## src/rtl/apb_master_if.sv

```systemverilog
// Bundle of the command stream, response stream and APB4 bus around apb_master.
//
// Handshake rule for the cmd_* and rsp_* channels: a beat moves on the rising
// clock edge where valid and ready are both high. Once valid is raised, the
// source holds it and its payload steady until that edge. ready may rise or
// fall at any time and never waits for valid.
interface apb_master_if #(
    parameter int AWIDTH = 10,
    parameter int DSIZE  = 2
) ();
    localparam int DBYTES = 1 << DSIZE;
    localparam int DWIDTH = DBYTES * 8;

    // command stream
    logic              cmd_valid;
    logic              cmd_ready;
    logic              cmd_write;
    logic [AWIDTH-1:0] cmd_addr;
    logic [DBYTES-1:0] cmd_strb;
    logic [DWIDTH-1:0] cmd_wdata;
    logic [2:0]        cmd_prot;

    // response stream
    logic              rsp_valid;
    logic              rsp_ready;
    logic [DWIDTH-1:0] rsp_rdata;
    logic              rsp_err;
    logic              rsp_timeout;

    // APB4 bus
    logic              psel;
    logic              penable;
    logic [2:0]        pprot;
    logic              pwrite;
    logic [AWIDTH-1:0] paddr;
    logic [DBYTES-1:0] pstrb;
    logic [DWIDTH-1:0] pwdata;
    logic [DWIDTH-1:0] prdata;
    logic              pready;
    logic              pslverr;

    // FSM state: 0 IDLE, 1 SETUP, 2 ACCESS, 3 RESP
    logic [1:0]        dbg_state;

    modport master (
        input  cmd_valid, cmd_write, cmd_addr, cmd_strb, cmd_wdata, cmd_prot,
        output cmd_ready,
        output rsp_valid, rsp_rdata, rsp_err, rsp_timeout,
        input  rsp_ready,
        output psel, penable, pprot, pwrite, paddr, pstrb, pwdata,
        input  prdata, pready, pslverr,
        output dbg_state
    );

    modport slave (
        output cmd_valid, cmd_write, cmd_addr, cmd_strb, cmd_wdata, cmd_prot,
        input  cmd_ready,
        input  rsp_valid, rsp_rdata, rsp_err, rsp_timeout,
        output rsp_ready,
        input  psel, penable, pprot, pwrite, paddr, pstrb, pwdata,
        output prdata, pready, pslverr,
        input  dbg_state
    );
endinterface

```

## src/rtl/apb_master.sv

```systemverilog
// APB4 requester: turns each accepted command into one APB transfer and
// returns one response. A wait-state counter aborts a transfer whose slave
// never raises pready.
module apb_master #(
    parameter int AWIDTH  = 10,
    parameter int DSIZE   = 2,
    parameter int TIMEOUT = 16
) (
    input  logic         pclk,
    input  logic         preset,
    apb_master_if.master bus
);
    localparam int DBYTES = 1 << DSIZE;
    localparam int DWIDTH = DBYTES * 8;
    localparam int CW     = (TIMEOUT > 0) ? $clog2(TIMEOUT + 1) : 1;
    localparam logic [CW-1:0] TO_VAL  = CW'(TIMEOUT);
    localparam logic [CW-1:0] CNT_MAX = '1;

    typedef enum logic [1:0] {
        IDLE   = 2'd0,
        SETUP  = 2'd1,
        ACCESS = 2'd2,
        RESP   = 2'd3
    } state_e;

    state_e            state_q,       state_d;
    logic              psel_q,        psel_d;
    logic              penable_q,     penable_d;
    logic              pwrite_q,      pwrite_d;
    logic [AWIDTH-1:0] paddr_q,       paddr_d;
    logic [DBYTES-1:0] pstrb_q,       pstrb_d;
    logic [DWIDTH-1:0] pwdata_q,      pwdata_d;
    logic [2:0]        pprot_q,       pprot_d;
    logic [DWIDTH-1:0] rsp_rdata_q,   rsp_rdata_d;
    logic              rsp_err_q,     rsp_err_d;
    logic              rsp_timeout_q, rsp_timeout_d;
    logic [CW-1:0]     cnt_q,         cnt_d;
    logic [CW-1:0]     cnt_inc;

    // State register and all registered outputs; reset clears everything.
    always_ff @(posedge pclk) begin
        if (preset) begin
            state_q       <= IDLE;
            psel_q        <= 1'b0;
            penable_q     <= 1'b0;
            pwrite_q      <= 1'b0;
            paddr_q       <= '0;
            pstrb_q       <= '0;
            pwdata_q      <= '0;
            pprot_q       <= '0;
            rsp_rdata_q   <= '0;
            rsp_err_q     <= 1'b0;
            rsp_timeout_q <= 1'b0;
            cnt_q         <= '0;
        end else begin
            state_q       <= state_d;
            psel_q        <= psel_d;
            penable_q     <= penable_d;
            pwrite_q      <= pwrite_d;
            paddr_q       <= paddr_d;
            pstrb_q       <= pstrb_d;
            pwdata_q      <= pwdata_d;
            pprot_q       <= pprot_d;
            rsp_rdata_q   <= rsp_rdata_d;
            rsp_err_q     <= rsp_err_d;
            rsp_timeout_q <= rsp_timeout_d;
            cnt_q         <= cnt_d;
        end
    end

    // Next-state and next-output logic; every register holds unless changed.
    always_comb begin
        state_d       = state_q;
        psel_d        = psel_q;
        penable_d     = penable_q;
        pwrite_d      = pwrite_q;
        paddr_d       = paddr_q;
        pstrb_d       = pstrb_q;
        pwdata_d      = pwdata_q;
        pprot_d       = pprot_q;
        rsp_rdata_d   = rsp_rdata_q;
        rsp_err_d     = rsp_err_q;
        rsp_timeout_d = rsp_timeout_q;
        cnt_d         = cnt_q;
        // saturating increment so a disabled timeout never wraps
        cnt_inc       = (cnt_q == CNT_MAX) ? cnt_q : cnt_q + CW'(1);

        case (state_q)
            IDLE: begin
                if (bus.cmd_valid) begin
                    // reads carry no data and no strobes on the bus
                    pwrite_d = bus.cmd_write;
                    paddr_d  = bus.cmd_addr;
                    pstrb_d  = bus.cmd_write ? bus.cmd_strb  : '0;
                    pwdata_d = bus.cmd_write ? bus.cmd_wdata : '0;
                    pprot_d  = bus.cmd_prot;
                    psel_d   = 1'b1;
                    penable_d = 1'b0;
                    cnt_d    = '0;
                    state_d  = SETUP;
                end
            end
            SETUP: begin
                penable_d = 1'b1;
                state_d   = ACCESS;
            end
            ACCESS: begin
                if (bus.pready) begin
                    // pready wins over a timeout landing on the same cycle
                    rsp_err_d     = bus.pslverr;
                    rsp_rdata_d   = pwrite_q ? '0 : bus.prdata;
                    rsp_timeout_d = 1'b0;
                    psel_d        = 1'b0;
                    penable_d     = 1'b0;
                    state_d       = RESP;
                end else begin
                    cnt_d = cnt_inc;
                    if ((TIMEOUT != 0) && (cnt_inc == TO_VAL)) begin
                        rsp_err_d     = 1'b1;
                        rsp_rdata_d   = '0;
                        rsp_timeout_d = 1'b1;
                        psel_d        = 1'b0;
                        penable_d     = 1'b0;
                        state_d       = RESP;
                    end
                end
            end
            RESP: begin
                if (bus.rsp_ready) begin
                    state_d = IDLE;
                end
            end
            default: begin
                state_d = IDLE;
            end
        endcase
    end

    assign bus.cmd_ready   = (state_q == IDLE) && !preset;
    assign bus.rsp_valid   = (state_q == RESP);
    assign bus.rsp_rdata   = rsp_rdata_q;
    assign bus.rsp_err     = rsp_err_q;
    assign bus.rsp_timeout = rsp_timeout_q;
    assign bus.psel        = psel_q;
    assign bus.penable     = penable_q;
    assign bus.pprot       = pprot_q;
    assign bus.pwrite      = pwrite_q;
    assign bus.paddr       = paddr_q;
    assign bus.pstrb       = pstrb_q;
    assign bus.pwdata      = pwdata_q;
    assign bus.dbg_state   = state_q;
endmodule

```

## src/flat_wrapper.sv

```systemverilog
// flat-port wrapper written by rule: the top's interface ports become plain ports
module apb_master_flat 
#(
    parameter int AWIDTH  = 10,
    parameter int DSIZE   = 2,
    parameter int TIMEOUT = 16
)
  (pclk, preset, bus_cmd_valid, bus_cmd_write, bus_cmd_addr, bus_cmd_strb, bus_cmd_wdata, bus_cmd_prot, bus_cmd_ready, bus_rsp_valid, bus_rsp_rdata, bus_rsp_err, bus_rsp_timeout, bus_rsp_ready, bus_psel, bus_penable, bus_pprot, bus_pwrite, bus_paddr, bus_pstrb, bus_pwdata, bus_prdata, bus_pready, bus_pslverr, bus_dbg_state);
  apb_master_if #(.AWIDTH(AWIDTH), .DSIZE(DSIZE)) bus_i ();
  input  logic pclk;
  input  logic preset;
  input wire logic [$bits(bus_i.cmd_valid)-1:0] bus_cmd_valid;
  input wire logic [$bits(bus_i.cmd_write)-1:0] bus_cmd_write;
  input wire logic [$bits(bus_i.cmd_addr)-1:0] bus_cmd_addr;
  input wire logic [$bits(bus_i.cmd_strb)-1:0] bus_cmd_strb;
  input wire logic [$bits(bus_i.cmd_wdata)-1:0] bus_cmd_wdata;
  input wire logic [$bits(bus_i.cmd_prot)-1:0] bus_cmd_prot;
  output wire logic [$bits(bus_i.cmd_ready)-1:0] bus_cmd_ready;
  output wire logic [$bits(bus_i.rsp_valid)-1:0] bus_rsp_valid;
  output wire logic [$bits(bus_i.rsp_rdata)-1:0] bus_rsp_rdata;
  output wire logic [$bits(bus_i.rsp_err)-1:0] bus_rsp_err;
  output wire logic [$bits(bus_i.rsp_timeout)-1:0] bus_rsp_timeout;
  input wire logic [$bits(bus_i.rsp_ready)-1:0] bus_rsp_ready;
  output wire logic [$bits(bus_i.psel)-1:0] bus_psel;
  output wire logic [$bits(bus_i.penable)-1:0] bus_penable;
  output wire logic [$bits(bus_i.pprot)-1:0] bus_pprot;
  output wire logic [$bits(bus_i.pwrite)-1:0] bus_pwrite;
  output wire logic [$bits(bus_i.paddr)-1:0] bus_paddr;
  output wire logic [$bits(bus_i.pstrb)-1:0] bus_pstrb;
  output wire logic [$bits(bus_i.pwdata)-1:0] bus_pwdata;
  input wire logic [$bits(bus_i.prdata)-1:0] bus_prdata;
  input wire logic [$bits(bus_i.pready)-1:0] bus_pready;
  input wire logic [$bits(bus_i.pslverr)-1:0] bus_pslverr;
  output wire logic [$bits(bus_i.dbg_state)-1:0] bus_dbg_state;
  assign bus_i.cmd_valid = bus_cmd_valid;
  assign bus_i.cmd_write = bus_cmd_write;
  assign bus_i.cmd_addr = bus_cmd_addr;
  assign bus_i.cmd_strb = bus_cmd_strb;
  assign bus_i.cmd_wdata = bus_cmd_wdata;
  assign bus_i.cmd_prot = bus_cmd_prot;
  assign bus_cmd_ready = bus_i.cmd_ready;
  assign bus_rsp_valid = bus_i.rsp_valid;
  assign bus_rsp_rdata = bus_i.rsp_rdata;
  assign bus_rsp_err = bus_i.rsp_err;
  assign bus_rsp_timeout = bus_i.rsp_timeout;
  assign bus_i.rsp_ready = bus_rsp_ready;
  assign bus_psel = bus_i.psel;
  assign bus_penable = bus_i.penable;
  assign bus_pprot = bus_i.pprot;
  assign bus_pwrite = bus_i.pwrite;
  assign bus_paddr = bus_i.paddr;
  assign bus_pstrb = bus_i.pstrb;
  assign bus_pwdata = bus_i.pwdata;
  assign bus_i.prdata = bus_prdata;
  assign bus_i.pready = bus_pready;
  assign bus_i.pslverr = bus_pslverr;
  assign bus_dbg_state = bus_i.dbg_state;
  apb_master #(.AWIDTH(AWIDTH), .DSIZE(DSIZE), .TIMEOUT(TIMEOUT)) u_core (.pclk(pclk), .preset(preset), .bus(bus_i));
endmodule
```

## config.mk

```make
export PLATFORM = sky130hd
export DESIGN_NAME = apb_master_flat
export DESIGN_NICKNAME = d
export VERILOG_FILES = /design/src/rtl/apb_master_if.sv /design/src/rtl/apb_master.sv /design/src/flat_wrapper.sv
export SDC_FILE = /design/constraint.sdc
export NUM_CORES = 1
export LEC_CHECK = 0
export ABC_CLOCK_PERIOD_IN_PS = 5600
export CAP_MARGIN = 15
export CELL_PAD_IN_SITES_DETAIL_PLACEMENT = 0
export CELL_PAD_IN_SITES_GLOBAL_PLACEMENT = 1
export CORE_ASPECT_RATIO = 0.75
export CORE_MARGIN = 2
export CORE_UTILIZATION = 30
export DETAILED_ROUTE_END_ITERATION = 10
export DONT_BUFFER_PORTS = 1
export GPL_ROUTABILITY_DRIVEN = 0
export PLACE_DENSITY_LB_ADDON = 0.1
export SETUP_SLACK_MARGIN = 0.2
export SKIP_LAST_GASP = 1
export SLEW_MARGIN = 10
export SYNTH_ARGS = -nofsm -noshare
export SYNTH_HDL_FRONTEND = slang
export SYNTH_SLANG_ARGS = --single-unit
```

## constraint.sdc

```tcl
create_clock -name pclk -period 5.6 [get_ports pclk]
set_clock_uncertainty 0.05 [all_clocks]
set_input_delay 0.56 -clock pclk [delete_from_list [all_inputs] [get_ports pclk]]
set_output_delay 0.56 -clock pclk [all_outputs]
set_load 0.01 [all_outputs]
```

After elaboration in Yosys (flattened, before gate mapping)
Cells that the tools add are included.

Register bits: 93. Bits of input ports: 88. Output and inout bits: 90. Logic and storage cells: 57.

$add $sub $neg: 1. Equal/unequal tests: 9. Multiplexer cells: 23. Reductions and logical operators: 12.

Operators by type and width (number): 32-bit 2-to-1 mux (4); 5-bit 2-to-1 mux (3); 3-bit AND reduction (4); 5-bit equality test, second input constant (2); 5-bit one-hot mux with 2 select lines (1); 2-bit 2-to-1 mux (4); 2-bit one-hot mux with 4 select lines (1); 1-bit 2-to-1 mux (7); 5-bit by 1-bit adder with 5-bit output, second input constant (1); 2-bit equality test, second input constant (2); 4-bit 2-to-1 mux (1); 2-bit inequality test, second input constant (2); 2-bit AND reduction (2); 2-bit nonzero test (2); 3-bit by 2-bit inequality test with 1-bit output, second input constant (1); 1-bit one-hot mux with 3 select lines (1); 3-bit nonzero test (1); 2-bit by 1-bit equality test with 1-bit output, second input constant (1); 2-bit zero test (1); 2-bit by 1-bit inequality test with 1-bit output, second input constant (1); 1-bit one-hot mux with 2 select lines (1); 1-bit logical AND (1); 1-bit zero test (1).

Longest topological paths before layout
Depth after elaboration: 6. Mapped depth: 7. Depth with buffers taken out: 7.

Least setup slack after synthesis
No wires, ideal clock.

Path type: register -> register. Start: register u_core.cnt_q[0]. End: register u_core.rsp_rdata_q[0], in the netlist u_core.bus.rsp_rdata[0]. Library setup time: 0.117 ns. Arrival: 1.843 ns. Required time: 5.433 ns. Path slack: 3.591 ns. Cell stages (with the launch flop): 8. Path buffers: 1. Period minus slack after synthesis: 2.009 ns. Cells stage by stage: dfxtp_1 -> ha_1 -> nand4_2 -> or3b_4 -> a22oi_4 -> o31ai_4 -> buf_6 -> a22o_1.

Longest elaborated chain between the ends: 5. Elaborated cells between the ends (all ways): 6. Classes of those cells: 1 x add/sub; 2 x eq/ne; 1 x mux; 2 x reduce/logical.

Ends and longest elaborated chain: start, declared (RTL line apb_master.sv:37) `logic [CW-1:0] cnt_q, cnt_d;`; start signal, assigned (RTL line apb_master.sv:67) `cnt_q <= cnt_d;`; 5-bit by 1-bit adder with 5-bit output / 5-bit equality test (equally long branches) (RTL line apb_master.sv:86) `cnt_inc = (cnt_q == CNT_MAX) ? cnt_q : cnt_q + CW'(1);`; 5-bit 2-to-1 mux (*) (RTL line apb_master.sv:86); 5-bit equality test (*) (RTL line apb_master.sv:118) `if ((TIMEOUT != 0) && (cnt_inc == TO_VAL)) begin`; 2-bit nonzero test (no line) (*); 2-bit AND reduction (no line) (*); end signal, assigned (RTL line apb_master.sv:64) `rsp_rdata_q <= rsp_rdata_d;`; end, declared (RTL line apb_master.sv:34) `logic [DWIDTH-1:0] rsp_rdata_q, rsp_rdata_d;`.

Every way passes the cells marked *; elsewhere a longest branch is shown, timed or not. A chain may end at the register's enable or synchronous reset.

Worst setup path in the final report
Start: register u_core.cnt_q[1]. End: register u_core.rsp_rdata_q[8], in the netlist u_core.bus.rsp_rdata[8].

Same word-level chain as after synthesis.

==> run_results.csv <==
group,metric,value,unit
setup_path,cp_top_family,"simple AND/OR/NAND/NOR gates",
global_routing,grt_usage,0.141,
final_layout,final_util,0.345,
synthesis,synth_seq_cells,93,
job,max_cap_violations,0,
drt,dr_wl_met2,3.83,mm
setup_path,path_buf_inv,1,
drt,drc,0,
global_routing,antenna_found_initial,0,
setup_path,critical_path_class,"flip-flop to flip-flop",
synthesis,synth.top_cell.area_share,0.541,
hold_path,hp-class,"primary input to flip-flop",
global_routing,first_global_vias,2527,
placement,place_inst,488,
sta,hold_violations,0,
final_layout,num-nets-final,453,
clock_tree,cts_tree,"built",
setup_path,cp-end-kind,"flip-flop",
drt,met1_length,3.88,mm
setup_path,critPathMaxStageDelay,440,ps
sta,drv_slew,0,
setup_path,reg2reg_depth,7,
floorplanning,io-pin-count,178,
synthesis,seq_area_frac_synth,0.541,
sta,worst_pin_slew,1010,ps
setup_path,worstPathArrival,2530,ps
setup_path,worstPathCellList,"ha_1 -> nand4_2 -> or3b_4 -> a22oi_4 -> o31ai_4 -> buf_4 -> a22o_1",
pwr,power_density,463,nW/um^2
setup_path,crit_fanout,32,
setup_path,slowest_stage,"or3b_4",
sta,setup_violations,0,
synthesis,synth_cells,375,
global_routing,grt_max_degree,68,
floorplanning,dieWidth,128,microns
placement,portBuffers,0,
sta,timing.slew.headroom,0.324,
clock_tree,hold_buffers,0,
drt,first_pass_iters,6,
sta,finalCriticalPeriod,2360,ps
hold_path,worstHoldStart,"bus_pready",
drt,via_per_inst,5.22,
drt,vias,2631,
hold_path,hold_path_end,"u_core.bus.rsp_timeout",
clock_tree,clock-sinks,93,
sta,fmax,424,MHz
clock_tree,numCtsBuffers,9,
synthesis,yosys_warnings,0,
drt,ant_nets,0,
setup_path,r2r-start,"u_core.cnt_q[1]",
sta,finalSetupTns,0,ps
drt,drt_iter0_drc,118,
synthesis,synth_top_cell_by_area,"dfxtp_1",
clock_tree,clockBufferDepth,2,
synthesis,syn-cell-area,3440,sq um
sta,finalCritPeriodShare,0.421,
final_layout,diodes,0,
synthesis,syn_nets,469,
floorplanning,start_util,0.311,
synthesis,synthTopCellsByArea,"dfxtp_1 54%, a21oi_1 8.3%, a22o_1 8.1%, nand2_1 7.5%, nand3_1 5.7%",
clock_tree,cts_root_buffer,"clkbuf_16",
drt,routed.top_layer,"met4",
pwr,ir_drop,152,uV
global_routing,grt_pass1_wl,13.9,mm
setup_path,cp-start-kind,"flip-flop",
synthesis,ys_types,32,
final_layout,instances_no_fill,504,
setup_path,regToRegSetupSlack,3240,ps
floorplanning,num_rows,33,
sta,rsz0062_at_grt,"false",
setup_path,cp_data_required_time,5770,ps
clock_tree,cts_setup_buffers,0,
drt,wl_met3,1.16,mm
hold_path,hold_depth,1,
status,status,"finished clean",
global_routing,grt-ovfl-total,0,
setup_path,worst-path-stages,7,
pwr,power_leakage,1.36,nW
setup_path,r2r_end,"u_core.bus.rsp_rdata[8]",
clock_tree,htree_levels,3,
clock_tree,clock_latency,330,ps
final_layout,area_growth,10.9,%
final_layout,fin_area,3810,sq um
floorplanning,die_area,12300,sq um
floorplanning,die_h,96.7,microns
synthesis,synth_area_per_cell,9.17,sq um
clock_tree,cts_resized,0,
clock_tree,clk_pin_slew,70,ps
final_layout,drive_gt1_frac,0.0714,
floorplanning,coreArea,11100,sq um
placement,dpl_cell_area,3510,sq um
drt,routed_wirelength,8.95,mm
drt,wire_per_inst,17.8,microns
placement,place_hpwl,5.83,mm
==> stage by stage <==
stage,hold slack [ps],setup slack [ps],power (mW)
CTS,237,3260,1.80
floorplan,426,3590,1.10
finish,286,3240,1.76
global placement,436,3280,1.16
detailed placement,440,3290,1.16
global route,245,3160,1.87
==> cell usage after synthesis <==
master    count
clkbuf_1     23
nand3b_1      2
or2_2         1
ha_1          6
mux2i_1       2
nor3_1        5
inv_1         5
o21bai_1      1
nand3_1      39
nor2b_1       1
or3b_4        1
a21oi_1      57
dfxtp_1      93
a22oi_4       1
nand2b_1      6
a22o_1       32
and2_1        1
o211a_1       1
buf_6         3
nand2_1      69
and3_1        2
o211ai_1      3
buf_1         3
nand4_2       1
o21a_1        2
xor2_1        1
and3b_1       1
nor2_1        5
o21ai_0       2
nand4_1       1
a211oi_1      4
o31ai_4       1
==> final cells by class <==
cell class | instances | area (sq um)
clock buffer | 10 | 239
inverter | 5 | 18.8
tap | 140 | 175
fill | 1139 | 7250
sequential | 93 | 1860
timing repair buffer | 2 | 15.0
multi-input combinational | 248 | 1440
clock inverter | 6 | 68.8
==> cell families after synthesis <==
kind of cell               share of synthesized area
and+or+nand+nor                                0.180
buffers and inverters                         0.0437
adders and majority gates                     0.0218
muxes                                        0.00582
xor gates and xnor gates                     0.00255
AOI/OAI and AO/OA                              0.204
DFF                                            0.541
==> layout by cell type (no fill, tap or decap), types with 5 or more instances in the layout <==
master / n
clkbuf_16: 9
a22o_1: 32
nand2_1: 68
nand2b_1: 6
dfxtp_1: 93
ha_1: 6
inv_1: 5
nand3_1: 39
nor2_1: 5
a21oi_1: 57
==> power breakdown <==
| part | switching (mW) | total (mW) | internal [mW] |
|---|---|---|---|
| Clock | 0.260 | 0.622 | 0.362 |
| Sequential | 0.101 | 0.844 | 0.743 |
| Combinational | 0.196 | 0.299 | 0.103 |
| Total | 0.557 | 1.76 | 1.21 |
==> per-layer routing <==
metal,global-route usage,vias to the layer above
met5,0,-
met4,0.0355,0
met3,0.0830,8
met2,0.212,127
met1,0.171,1215
li1,-,1281
==> worst max-delay path by stage <==
stage	slack [ps]	start	to
2_1_floorplan	3590	u_core.cnt_q[0]	u_core.bus.rsp_rdata[0]
5_1_grt	3160	u_core.cnt_q[1]	u_core.bus.rsp_rdata[6]
4_1_cts	3260	u_core.cnt_q[0]	u_core.bus.rsp_rdata[8]
6_report	3240	u_core.cnt_q[1]	u_core.bus.rsp_rdata[8]
3_5_place_dp	3290	u_core.cnt_q[1]	u_core.bus.rsp_rdata[8]
3_3_place_gp	3280	u_core.cnt_q[0]	u_core.bus.rsp_rdata[31]
==> registers in the layout (all words and copies together), names as in the netlist <==
signal	cells
u_core.bus.rsp_rdata	32
u_core.bus.pwdata	32
u_core.bus.rsp_err	1
u_core.cnt_q	5
u_core.bus.psel	1
u_core.bus.paddr	10
u_core.bus.dbg_state	2
u_core.bus.rsp_timeout	1
u_core.bus.pprot	3
u_core.bus.penable	1
u_core.bus.pstrb	4
u_core.bus.pwrite	1
Power figures use the tool's default switching activity.
